<file path="src/rtl/crc_tx_pkg.sv">
// USB CRC-16 TX constants and state type; shared by the generator and its LFSR.
// No timing of its own; no flow control.
package crc_tx_pkg;

    localparam logic [15:0] CRC16_POLY    = 16'h8005;
    localparam logic [15:0] CRC16_INIT    = 16'hFFFF;
    localparam logic [15:0] CRC16_RESIDUE = 16'h800D;

    typedef enum logic [1:0] {
        TX_IDLE = 2'd0,
        TX_DATA = 2'd1,
        TX_CRC  = 2'd2
    } crc_tx_state_t;

endpackage

</file>
<file path="src/rtl/crc16_lfsr.sv">
// Serial CRC-16 register: preset, or on enable either absorb din through POLY or shift in a 1.
// Latency 1 cycle from enable to updated remainder; no backpressure, the enable is the strobe.
module crc16_lfsr
    import crc_tx_pkg::*;
#(
    parameter logic [15:0] POLY = CRC16_POLY,
    parameter logic [15:0] INIT = CRC16_INIT
) (
    input  logic        clk,
    input  logic        rst,
    input  logic        preset,
    input  logic        en,
    input  logic        absorb,
    input  logic        din,
    output logic [15:0] crc
);

    logic [15:0] crc_d;
    logic [15:0] crc_q;
    logic        fb;

    always_comb begin
        crc_d = crc_q;
        fb    = din ^ crc_q[15];
        if (preset) begin
            crc_d = INIT;
        end else if (en) begin
            if (absorb) begin
                crc_d = {crc_q[14:0], 1'b0} ^ (fb ? POLY : 16'h0000);
            end else begin
                // Shifting in ones drains the remainder and leaves it back at all-ones.
                crc_d = {crc_q[14:0], 1'b1};
            end
        end
    end

    always_ff @(posedge clk or posedge rst) begin
        if (rst) begin
            crc_q <= INIT;
        end else begin
            crc_q <= crc_d;
        end
    end

    assign crc = crc_q;

endmodule

</file>
<file path="src/rtl/crc_gen_16bit_tx.sv">
// USB TX CRC-16: absorbs payload bits on valid strobes, then serializes ~remainder MSB first; remainder updates 1 cycle after strobe.
// No backpressure (strobe-paced, stuff strobes skipped); CRC_TX_SELFCHECK_EN adds a shadow residue check on crc_err.
module crc_gen_16bit_tx
    import crc_tx_pkg::*;
(
    input  logic        clk,
    input  logic        rst,
    input  logic        start,
    input  logic        shift_enable,
    input  logic        bit_stuff_st,
    input  logic        data_bit,
    input  logic        data_done,
    output logic        serial_out,
    output logic        crc_active,
    output logic        crc_done,
    output logic [15:0] crc_value
`ifdef CRC_TX_SELFCHECK_EN
    ,
    output logic        crc_err
`endif
);

    crc_tx_state_t state_d, state_q;
    logic [3:0]    bit_cnt_d, bit_cnt_q;
    logic          vs;
    logic          in_pkt;
    logic          last_bit;
    logic          lfsr_en;

    assign vs       = shift_enable & ~bit_stuff_st;
    assign in_pkt   = (state_q == TX_DATA) || (state_q == TX_CRC);
    assign last_bit = (state_q == TX_CRC) && vs && (bit_cnt_q == 4'd15);
    // A start on the same strobe presets instead of absorbing the bit.
    assign lfsr_en  = vs && in_pkt && !start;

    always_comb begin
        state_d   = state_q;
        bit_cnt_d = bit_cnt_q;
        if (start) begin
            state_d   = TX_DATA;
            bit_cnt_d = 4'd0;
        end else begin
            case (state_q)
                TX_DATA: begin
                    if (data_done) begin
                        state_d = TX_CRC;
                    end
                end
                TX_CRC: begin
                    if (vs) begin
                        bit_cnt_d = bit_cnt_q + 4'd1;
                        if (bit_cnt_q == 4'd15) begin
                            state_d   = TX_IDLE;
                            bit_cnt_d = 4'd0;
                        end
                    end
                end
                default: begin
                    state_d = TX_IDLE;
                end
            endcase
        end
    end

    always_ff @(posedge clk or posedge rst) begin
        if (rst) begin
            state_q   <= TX_IDLE;
            bit_cnt_q <= 4'd0;
        end else begin
            state_q   <= state_d;
            bit_cnt_q <= bit_cnt_d;
        end
    end

    crc16_lfsr #(
        .POLY (CRC16_POLY),
        .INIT (CRC16_INIT)
    ) u_crc (
        .clk    (clk),
        .rst    (rst),
        .preset (start),
        .en     (lfsr_en),
        .absorb (state_q == TX_DATA),
        .din    (data_bit),
        .crc    (crc_value)
    );

    assign serial_out = (state_q == TX_CRC) ? ~crc_value[15] : data_bit;
    assign crc_active = (state_q == TX_CRC);
    assign crc_done   = last_bit && !start;

`ifdef CRC_TX_SELFCHECK_EN
    logic [15:0] shadow_crc;
    logic        done_d, done_q;

    // Shadow sees the wire, CRC included, so a clean packet lands on the fixed residue.
    crc16_lfsr #(
        .POLY (CRC16_POLY),
        .INIT (CRC16_INIT)
    ) u_shadow (
        .clk    (clk),
        .rst    (rst),
        .preset (start),
        .en     (lfsr_en),
        .absorb (1'b1),
        .din    (serial_out),
        .crc    (shadow_crc)
    );

    always_comb begin
        done_d = crc_done;
    end

    always_ff @(posedge clk or posedge rst) begin
        if (rst) begin
            done_q <= 1'b0;
        end else begin
            done_q <= done_d;
        end
    end

    assign crc_err = done_q && (shadow_crc != CRC16_RESIDUE);
`endif

endmodule

</file>
<file path="config.mk">
export PLATFORM = sky130hd
export DESIGN_NAME = crc_gen_16bit_tx
export DESIGN_NICKNAME = d
export VERILOG_FILES = /design/src/rtl/crc_tx_pkg.sv /design/src/rtl/crc16_lfsr.sv /design/src/rtl/crc_gen_16bit_tx.sv
export SDC_FILE = /design/constraint.sdc
export NUM_CORES = 1
export LEC_CHECK = 0
export CORE_ASPECT_RATIO = 1.5
export CORE_MARGIN = 10
export CORE_UTILIZATION = 30
export DETAILED_ROUTE_END_ITERATION = 10
export GPL_ROUTABILITY_DRIVEN = 0
export PLACE_DENSITY_LB_ADDON = 0.12
export SYNTH_ARGS = -nofsm -noshare
export SYNTH_HDL_FRONTEND = slang
export SYNTH_SLANG_ARGS = --single-unit
</file>
<file path="constraint.sdc">
create_clock -name clk -period 4.4 [get_ports clk]
set_clock_uncertainty 0.2 [all_clocks]
set_input_delay 0.44 -clock clk [delete_from_list [all_inputs] [get_ports clk]]
set_output_delay 0.44 -clock clk [all_outputs]
set_load 0.02 [all_outputs]
</file>
**After elaboration in Yosys (flattened, before gate mapping)**

Cells that the tools add are included.

- Flip-flop bits (word level): 22
- Input bits: 7
- Output and inout bits: 19
- Word-level logic and storage cells: 41

- Add/subtract/negate cells: 1
- Eq/ne operators: 6
- Mux-type cells: 14
- Bitwise operators: 5
- Reductions and logical operators: 12

Operators by type and width:

| cell | count |
|---|---|
| 2-to-1 mux 16 bit | 4 |
| 2-to-1 mux 4 bit | 4 |
| XOR 16 bit | 1 |
| 2-to-1 mux 2 bit | 4 |
| inequality test 3 x 2 -> 1 bit, second input constant | 2 |
| nonzero test 2 bit | 3 |
| logical AND 1 bit | 5 |
| adder 4 x 1 -> 4 bit, second input constant | 1 |
| == test 4 bit, second input constant | 1 |
| case mux 2 bit (2 select lines) | 1 |
| inequality test 3 bit, second input constant | 1 |
| AND reduction 3 bit | 1 |
| == test 2 x 1 -> 1 bit, second input constant | 1 |
| == test 2 bit, second input constant | 1 |
| NOT 1 bit | 2 |
| AND reduction 2 bit | 1 |
| bitwise AND 1 bit | 1 |
| logical NOT 1 bit | 1 |
| logical OR 1 bit | 1 |
| 2-to-1 mux 1 bit | 1 |
| XOR 1 bit | 1 |

**Logic depth before layout (Yosys ltp)**

- Word-level depth: 6
- Gate-level depth with buffers: 6
- Gate-level depth less buffers: 5

**Modules after synthesis**

A second synthesis with hierarchy kept.

- Cells, all modules: 114
- Area, all modules: 1212.4 µm²

By module, submodules not included:

| module | times used | cells an instance | area an instance (µm²) | sequential area each (µm²) |
|---|---|---|---|---|
| crc16_lfsr | 1 | 67 | 780.7 | 420.4 |
| crc_gen_16bit_tx | 1 | 47 | 431.7 | 150.1 |

**Worst setup path before layout**

OpenSTA, ideal clock, no wires.

- Path type: flip-flop to output port
- Start point: register state_q[0]
- End point: output crc_done
- Arrival time: 1.449 ns
- Required time: 3.760 ns
- Setup slack: 2.311 ns
- Cell stages (with the launch flop): 5
- Buffers on the path: 0
- Path through: dfrtp_1 inv_1 ha_1 nand2_1 nor3_1

- Cells in the longest elaborated chain, start to end: 4

RTL lines:

| item | line | RTL |
|---|---|---|
| from (decl) | crc_gen_16bit_tx.sv:23 | `crc_tx_state_t state_d, state_q;` |
| from (signal assigned) | crc_gen_16bit_tx.sv:70 | `state_q <= state_d;` |
| == test 2 bit | -- |  |
| via crc_active | crc_gen_16bit_tx.sv:14 | `output logic crc_active,` |
| logical AND 1 bit (2 in a row) | crc_gen_16bit_tx.sv:32 | `assign last_bit = (state_q == TX_CRC) && vs && (bit_cnt_q == 4'd15);` |
| logical AND 1 bit | crc_gen_16bit_tx.sv:90 | `assign crc_done = last_bit && !start;` |
| to (decl) | crc_gen_16bit_tx.sv:15 | `output logic crc_done,` |

The timed path passes the listed nets, and every way through them passes these cells.

**Worst setup path after layout**

- Start point: input bit_stuff_st
- End point: output crc_done

- Cells in the longest elaborated chain, start to end: 5

RTL lines:

| item | line | RTL |
|---|---|---|
| from (decl) | crc_gen_16bit_tx.sv:10 | `input logic bit_stuff_st,` |
| NOT 1 bit | crc_gen_16bit_tx.sv:30 | `assign vs = shift_enable & ~bit_stuff_st;` |
| bitwise AND 1 bit | crc_gen_16bit_tx.sv:30 |  |
| logical AND 1 bit (2 in a row) | crc_gen_16bit_tx.sv:32 |  |
| logical AND 1 bit | crc_gen_16bit_tx.sv:90 |  |

No other way between the ends.

==> results.md <==
* Status: complete, no violations
* Layout cells sized above 1 at 26.4%
* Pwr Density at 295 nW/um^2
* Reg-to-Reg Start: state_q[0]$_DFFE_PP0P_
* Cell Area, Placed at 1280 um^2
* Clock Latency Late Sink at ~0.26 ns
* Tcrit/Tclk final at around three fifths
* Sequential share of the synthesized area at between 50% and 60%
* Worst-margin pin slew at ~0.82 ns
* Post-synth top flop: dfstp_2
* Leading area contributor after synthesis: dfstp_2
* Seq cells post-synth at 22
* R2r worst-path depth at 4
* Leak pwr at 0.519 nW
* Hold Fails Final Rpt at 0
* Ranking of synthesized cells by area: dfstp_2, dfrtp_1, o22a_1, ha_1, o22a_2
* Hold path cells at 1
* DR pass1 iterations at 2
* Post-synthesis mux area share at less than 1%
* WL final at ~2200 um
* Setup TNS at 0 ns
* Fmax at 371 MHz
* Mapped Area at slightly above 1000 um^2
* Row count at 25
* Initial core utilization at around a third
* Post-synthesis xor/xnor area fraction at roughly 4.3%
* CTS Hold Bufs at 0
* CP Capture Type: primary output
* R2r setup slk at around 2.5 ns
* Final HPWL DP at around 1600 um
* Simple-gate area share of the yosys netlist at under 10%
* First-pass GRT wire length at about 3700 um
* Final ANT Viol Nets at 0
* Hold path startpoint: state_q[0]$_DFFE_PP0P_
* Clk sinks at 22
* Compound-Gate Fraction of Synth Area at approximately 21%
* Number of vias per cell at 4.95
* CTS tree: yes
* Die W at about 68 um
* Distinct cells, synth at 26
* Ant diodes at 0
* Capturing point of the worst reg2reg path: u_crc.crc[0]$_DFFE_PP1P_
* Worst VDD drop at around 170 uV
* # resized after CTS at 0
* Number of DRC markers in iteration 0 at 27
* Asr flop ratio synth at between 90% and 100%
* Min-delay worst type: reg -> reg
* CTS Buf Count at 3
* Synth Area in Adders at 4.90%
* Wire length per cell at about 15 um
* Grt ovf at 0
* Pin count of the biggest net entering global routing at 23
* Gr usage total at approximately 7.6%
* Worst path arrival time at a little over 2 ns
* Post-synth EDFFs at 0
* Slew Limit Fails at 0
* Num ports at 26
* Port Buffer Count at 25
* Ys Warns at 0
* Area grow syn2layout at 31.0%
* Synth Area per Inst at 12.6 um^2
* Nets@finish at roughly 120
* Relative slew slack at 45.5%
* DRC at 0
* Antenna violations before repair at 0
* Core ar. at around 3200 um^2
* H-tree levels at 1
* Die ar. at ~6200 um^2
* RSZ-0062 raised after global routing: no
* Largest family of logic cells by synthesized area: compound AO/OA/AOI/OAI gates
* Worst Path Class, Setup: in -> out
* Fin crit period at approximately 2.7 ns
* Clock root buffer: clkbuf_8
* Area share of the largest cell type after synthesis at slightly above 40%
* WHS Endpoint: state_q[0]$_DFFE_PP0P_
* WHS at approximately 0.32 ns
* Final Cell Area at 1340 um^2
* Setup violators final at 0
* Clock buffer depth at 2
* Syn Inst Count at 81
* Post-synth net total at a little over 90
* Die Height at 91.5 um
* Setup repair bufs after CTS at 0
* CP max FO at 4
* Reg clk slew, reported paths at around 0.07 ns
* Max-Cap Viols at 0
* WP data required at ~3.8 ns
* Crit start category: primary input
* Vias in the first global route at 766
* Via count at around 720
* CP Launch Point: bit_stuff_st
## area by class of cell
cell class / instances / area, um^2
Tap cell: 40 / 50.0
Sequential cell: 22 / 571
Multi-Input combinational cell: 50 / 393
Fill cell: 320 / 1880
Clock buffer: 4 / 55.1
Timing Repair Buffer: 25 / 250
Inverter: 5 / 18.8
## Yosys cell counts, drive strengths merged (3+ instances only)
cell type   n
ha          4
inv         5
dfstp      16
buf         4
o21ai       3
xor2        3
nand2       3
nand3       3
a21oi       4
o22a       15
dfrtp       6
## placed cells by master, fill, tap and decap left out, types with 3 or more instances in the layout
| cell | netlist | final |
|---|---|---|
| clkdlybuf4s50_1 | 0 | 25 |
| dfstp_2 | 16 | 16 |
| o22a_1 | 10 | 10 |
| dfrtp_1 | 6 | 6 |
| inv_1 | 5 | 5 |
| o22a_2 | 5 | 5 |
| a21oi_1 | 4 | 4 |
| ha_1 | 4 | 4 |
| clkbuf_8 | 0 | 4 |
| nand2_1 | 3 | 3 |
| xor2_1 | 3 | 3 |
| nand3_1 | 3 | 3 |
| o21ai_0 | 3 | 3 |
## power by group
group          total [W]  internal, W  switching [W]
combinational  0.0000413    0.0000177      0.0000236
clock           0.000144    0.0000797      0.0000642
sequential      0.000209     0.000207     0.00000269
## cells by family after synthesis
family          Yosys count
xor+xnor                  5
fa+ha+maj                 4
compound gates           26
simple gates             14
buf+inv                   9
flops                    22
mux                       1
## routing by layer
metal / wire (um) / track usage [%] / part of all wire [%] / vias up
met3: 204 / 3.81 / 9.2 / 5
met4: 46 / 3.61 / 2.1 / 0
met2: 1080 / 11.9 / 49 / 16
met5: 0 / 0 / 0 / -
met1: 881 / 8.00 / 40 / 363
li1: - / - / - / 339
## state kept, by name, summed over array words and instances, names as in the netlist
| signal | flops |
|---|---|
| bit_cnt_q | 4 |
| state_q | 2 |
| u_crc.crc | 16 |
## critical path: stages
cell and delay [ns]:
clkdlybuf4s50_1 0.41, and2b_1 0.25, nand2_1 0.13, nor3_1 0.19, clkdlybuf4s50_1 0.63
## per-stage QoR
stage	instances	setup slack [ns]	util (%)	power, W
detailed placement	142	1.70	39.8	0.000255
CTS	146	1.69	41.5	0.000402
global route	146	1.57	41.5	0.000414
floorplan	81	2.31	-	0.000241
finish	146	1.70	41.5	0.000394
global placement	142	1.74	39.8	0.000255
## how the worst max path moves through the flow
stage | end | depth (start not counted)
after floorplan | crc_done | 4
after global placement | crc_done | 5
after detailed placement | crc_done | 5
after CTS | crc_done | 5
after global routing | crc_done | 5
final | crc_done | 5
Note: power is estimated with default switching activity, not from simulation.
